<file path="src/rtl/wb_port_arbiter.sv">
// Two-requester register-file write-port arbiter: pipeline writeback (A) has fixed
// priority, long-latency writeback (B) is forced through after STARVE_LIMIT waits.
// Optional macro WB_PORT_FWD_EN exposes the registered write stage as fwd_* outputs.
module wb_port_arbiter #(
  parameter int unsigned STARVE_LIMIT = 4
) (
  input  logic        clk,
  input  logic        rst,
  input  logic        a_valid,
  output logic        a_ready,
  input  logic [4:0]  a_rd,
  input  logic [31:0] a_data,
  input  logic        b_valid,
  output logic        b_ready,
  input  logic [4:0]  b_rd,
  input  logic [31:0] b_data,
  output logic        rf_we,
  output logic [4:0]  rf_waddr,
  output logic [31:0] rf_wdata,
  output logic        b_starved
`ifdef WB_PORT_FWD_EN
  ,
  output logic        fwd_valid,
  output logic [4:0]  fwd_rd,
  output logic [31:0] fwd_data
`endif
);

  localparam logic [3:0] LIMIT = 4'(STARVE_LIMIT);

  typedef enum logic {NORMAL = 1'b0, FORCE_B = 1'b1} state_t;

  state_t     state_reg, state_next;
  logic [3:0] starve_cnt_reg, starve_cnt_next;
  logic       a_xfer, b_xfer;

  // Handshake depends only on state, a_valid and reset, never on b_valid or data.
  assign a_ready   = !rst && (state_reg == NORMAL);
  assign b_ready   = !rst && ((state_reg == FORCE_B) || !a_valid);
  assign a_xfer    = a_valid && a_ready;
  assign b_xfer    = b_valid && b_ready;
  assign b_starved = (state_reg == FORCE_B);

  always_ff @(posedge clk or posedge rst) begin
    if (rst) begin
      state_reg      <= NORMAL;
      starve_cnt_reg <= '0;
    end else begin
      state_reg      <= state_next;
      starve_cnt_reg <= starve_cnt_next;
    end
  end

  always_comb begin
    state_next      = state_reg;
    starve_cnt_next = starve_cnt_reg;
    if (!b_valid || b_xfer) begin
      starve_cnt_next = '0;
    end else begin
      starve_cnt_next = starve_cnt_reg + 4'd1;
    end
    case (state_reg)
      NORMAL: begin
        if (b_valid && !b_ready && (starve_cnt_reg + 4'd1 == LIMIT)) begin
          state_next = FORCE_B;
        end
      end
      FORCE_B: begin
        // A forced slot is never held open when B has nothing to write.
        if (b_xfer || !b_valid) begin
          state_next      = NORMAL;
          starve_cnt_next = '0;
        end
      end
      default: state_next = NORMAL;
    endcase
  end

  // Registered write stage; writes to x0 are accepted but never reach the file.
  always_ff @(posedge clk or posedge rst) begin
    if (rst) begin
      rf_we    <= 1'b0;
      rf_waddr <= '0;
      rf_wdata <= '0;
    end else begin
      rf_we <= 1'b0;
      if (a_xfer) begin
        if (a_rd != 5'd0) begin
          rf_we    <= 1'b1;
          rf_waddr <= a_rd;
          rf_wdata <= a_data;
        end
      end else if (b_xfer) begin
        if (b_rd != 5'd0) begin
          rf_we    <= 1'b1;
          rf_waddr <= b_rd;
          rf_wdata <= b_data;
        end
      end
    end
  end

`ifdef WB_PORT_FWD_EN
  assign fwd_valid = rf_we;
  assign fwd_rd    = rf_waddr;
  assign fwd_data  = rf_wdata;
`endif

endmodule

</file>
<file path="config.mk">
export PLATFORM = sky130hd
export DESIGN_NAME = wb_port_arbiter
export DESIGN_NICKNAME = d
export VERILOG_FILES = /design/src/rtl/wb_port_arbiter.sv
export SDC_FILE = /design/constraint.sdc
export NUM_CORES = 1
export LEC_CHECK = 0
export CORE_UTILIZATION = 41
export DETAILED_ROUTE_END_ITERATION = 8
export PLACE_DENSITY = 0.82
export SLEW_MARGIN = 10
export SYNTH_ARGS = -nofsm -noshare
export SYNTH_HDL_FRONTEND = slang
export SYNTH_SLANG_ARGS = --single-unit
</file>
<file path="constraint.sdc">
create_clock -name clk -period 2.1 [get_ports clk]
set_input_delay 0.525 -clock clk [delete_from_list [all_inputs] [get_ports clk]]
set_output_delay 0.525 -clock clk [all_outputs]
set_load 0.02 [all_outputs]
</file>
### Word level (Yosys, flattened, before mapping)

Cells that the tools add are included.

* add/subtract/negate cells: 1
* equality and inequality tests: 2
* multiplexer cells: 18
* bitwise logic cells: 1
* reduce and logical (&&, ||, !) cells: 17

Operators with widths (count)
* $mux 32: 4
* $mux 5: 4
* $mux 4: 3
* $reduce_bool 5->1: 2
* $logic_and 1x1->1: 6
* $mux 1: 6
* $add 4x1->4 const B: 1
* $eq 4x3->1 const B: 1
* $logic_not 1->1: 4
* $reduce_bool 2->1: 2
* $reduce_and 3->1: 1
* $logic_or 1x1->1: 2
* $ne 2x1->1 const B: 1
* $pmux 1 s2: 1
* $not 1->1: 1

* register bits after elaboration: 43
* input port bits: 78
* output and inout bits: 41

### Logic depth before layout (Yosys ltp)

Gate-level depths: netlist of the first run.

* word-level depth: 8
* depth in mapped cells: 6
* mapped depth without buffers: 4

### Least setup slack after synthesis of the first run

OpenSTA, ideal clock, no wires.

* path type: input-to-reg
* start point: input rst
* end point: register rf_waddr[4]
* data arrival time: 2.167 ns
* required time: 1.975 ns
* path slack: -0.192 ns
* stages: 6
* path through: inv_2 and3_4 buf_6 buf_8 mux2_4 mux2_4

* word-level cells in the longest chain between the ends: 5

Ends and longest elaborated chain
* from (decl): line 8 `input logic rst,`
* $logic_not 1->1 (no source line) (*)
* $logic_and 1x1->1, on equally long branches: line 38, 39
* $logic_and 1x1->1, on equally long branches: line 40, 41
* $ne 2x1->1 (no source line) / $reduce_bool 2->1 (equally long branches)
* $reduce_and 3->1 (no source line)
* to (signal assigned): line 90 `rf_waddr <= a_rd;`
* to (signal assigned): line 96 `rf_waddr <= b_rd;`
* to (decl): line 18 `output logic [4:0] rf_waddr,`

Mark *: on every way between the ends. The rest lies on a longest branch, timed or not.
A chain may end at the register's enable or synchronous reset.

### Worst setup path after layout of the first run

* start point: input rst
* end point: output b_ready

* word-level cells in the longest chain between the ends: 2

Ends and longest elaborated chain
* $logic_not 1->1 (no source line)
* $logic_and 1x1->1: line 39 `assign b_ready = !rst && ((state_reg == FORCE_B) || !a_valid);`
* to (decl): line 14 `output logic b_ready,`

Every way passes these cells.

==> metrics, run 1 <==
clk root buf=clkbuf_8; I/O pin cnt=119; HP Class=flop to flop; Final Slew Violations=0; Clk Latency, worst-skew pair=around 280 ps; relative slew slack=63.2%; Initial Utilization=a little over two fifths; DRT Pass-1 Iters=4; initial DRC count=26; Mapped Area=~2400 sq um; Startpoint Class=input port; layout cells sized above 1=approximately a third; number of port buffers=118; die width=about 79 um; Comb power frac=38.7%; mux share of post-synthesis cell area=a little over two fifths; GPL Wtd Cong=just over 0.7; Mean Syn Cell Area=15.7 sq um; CTS H-Tree Depth=2; worst slew pin tran=between 500 and 600 ps; fraction of the cycle the final worst path needs=a little over nine tenths; wire per inst=roughly 15 um; gr ovfl total=0; MaxCap Viol Count=0; share of the synthesized area in the top cell type=about 45%; Net Sw Frac=a little over a quarter; clock buffer depth=2; first-pass GRT wire length=8400 um; row count=27; initial antenna violation count=0; DRC viols=0; sequential share of the synthesized area=around 45%; Placement Cell Area=3670 sq um; Slowest-stage cell, CP=clkdlybuf4s50_1; Synth Area in Adders=~1.0%; Synth Area in Simple Gates=3.74%; Hold Vio Cnt, Final=0; synth unique cells=22; Area growth, synth to finish=56.9%; CTS tree=built; worst-path fanout max=3; Final Power=between 0.002 and 0.003 W; PwrDens=approximately 710 nW/um^2; Fmax=between 0.4 and 0.5 GHz; area of the core=about 5600 sq um; full die area=slightly above 6000 sq um; nets@finish=~360; CTS buffer count=5; RSZ-0062 raised after global routing=false; WP buf/inv=2; Peak VDD IR=0.503 mV; vias in the first global route=1,765; final instance area=approximately 3800 sq um; via count=1,667; critical path arrival=~1500 ps; Synth Instances=approximately 150; data required time of the worst path=1570 ps; max reg flops=32; HPWL Detailed=around 4000 um; static leakage=1.65 nW; Detailed Route WL=between 5000 and 6000 um; Post-DRT Antenna Nets=0; Clk network pwr share=between 20 and 25%; power share of the sequential group=between 30% and 40%; cell taking the most area after synthesis=dfrtp_1; number of synthesized register bits=43; Area contributors post-synth=dfrtp_1 (45%), mux2_4 (37%), mux2_2 (6.6%), buf_6 (1.9%), buf_8 (1.9%); clock sink count=between 40 and 50; critical path's top delay family=buffers and inverters; DR vias/cell=roughly 4.8; CP max stage delay=between 400 and 500 ps; Die Height=just under 80 um; Int Power=about 0.002 W; min cycle time layout=between 2000 and 2500 ps; status=finished, final reports clean; Post-Synth XOR/XNOR Area=1.09%; Final Setup Violations=0; crit end category=output port; hold_buf cts=0; Synth Area in Compound Gates=less than 1%; Psw=between 0.0007 and 0.0008 W; Crit Path Category=input port to output port; CP cell instances=clkdlybuf4s50_1 > a21oi_1 > clkdlybuf4s15_1; diode count=0; clock transition at the registers of the reported paths=~80 ps; postcts setup bufs=0; combinational family with the most area after synthesis=multiplexers; largest net degree at the start of global routing=44; Syn Nets=233; Ys Warns=0; total track usage=approximately 18%; clk_skew=roughly 8.2 ps
[synth_stat cells (all sizes together)]
cell / n
and3: 1
mux2: 74
inv: 3
a32o: 1
buf: 8
nand2: 3
nand2b: 1
nand3: 1
a21oi: 1
nor3: 2
nor2: 7
dfrtp: 43
ha: 2
xor2: 2
nand4b: 1
nand4bb: 1
a31oi: 1
xnor2: 1
[final timing paths]
check / from / endpoint / slack [ps] / cells after the start
max: rst / b_ready / 50 / 3
min: rf_wdata[15] / rf_wdata[15] / 510 / 1
max reg2reg: b_starved / rf_wdata[16] / 410 / 6
min reg2reg: rf_wdata[15] / rf_wdata[15] / 510 / 1
max in group asynchronous: rst / rf_wdata[16] / 920 / 3
min in group asynchronous: rst / rf_wdata[29] / 800 / 3
[area by class of cell]
class                           count  area [sq um]
Inverter                            3          13.8
Fill cell                         434          1800
Sequential cell                    43          1080
Multi-Input combinational cell     99          1220
Tap cell                           72          90.1
Clock inverter                      1          30.0
Clock buffer                        6          72.6
Timing Repair Buffer              125          1270
[cell families after synthesis]
group | Yosys count
AO/OA/AOI/OAI | 3
XOR/XNOR | 3
adder cells (fa/ha/maj) | 2
buffers and inverters | 11
flip-flops | 43
multiplexers | 74
AND/OR/NAND/NOR | 17
[placed cells by master, fill, tap and decap left out]
cell type / count
xnor2_1: 1
ha_1: 2
inv_1: 2
clkbuf_8: 5
buf_12: 3
nand4bb_1: 1
clkdlybuf4s15_1: 1
dfrtp_1: 43
nand4b_1: 1
mux2_2: 14
xor2_1: 2
nor3_1: 2
nor2_1: 7
buf_4: 4
nand2b_1: 1
clkdlybuf4s50_1: 116
nand3_1: 1
a32o_2: 1
dlygate4sd2_1: 1
a31oi_1: 1
inv_4: 1
a21oi_1: 1
nand2_1: 3
clkbuf_1: 1
and3_4: 1
mux2_4: 60
bufinv_16: 1
[metal layers]
layer	up-vias	share of wire [%]	track usage [%]
met4	0	0.44	3.33
met5	-	0	0
met1	811	41	20.3
met2	69	50	31.2
li1	785	-	-
met3	2	8.3	6.40
[what timing repair did]
item	in CTS	in global routing
hold endpoints to repair	0	0
resized for setup	2	1
setup endpoints to repair	2	1
[power groups by stage]
stage	sequential, W	combinational [W]	clock (W)
floorplan	0.00123	0.000378	0
global placement	0.00106	0.00103	0
detailed placement	0.00106	0.00105	0
CTS	0.00105	0.00105	0.000624
global route	0.00106	0.00109	0.000656
finish	0.00105	0.00104	0.000598
[per-stage QoR]
stage | cells | hold WS (ps) | setup TNS (ps) | setup WS, ps | util (%)
after floorplan | 153 | 417 | 0 | 46.8 | -
after global placement | 342 | 490 | -4690 | -231 | 65.9
after detailed placement | 342 | 491 | -6300 | -267 | 65.9
after CTS | 349 | 514 | 0 | 20.9 | 67.7
after global routing | 349 | 524 | 0 | 1.56 | 67.7
final | 349 | 510 | 0 | 51.4 | 67.7
(Power assumes the default switching activity.)
==> run 2: changes to the inputs <==
- CAP_MARGIN: unset -> 25
- CTS_CLUSTER_DIAMETER: unset -> 50
==> results of run 2 <==
Final layout, timing and power as in run 1 (identical DEF).
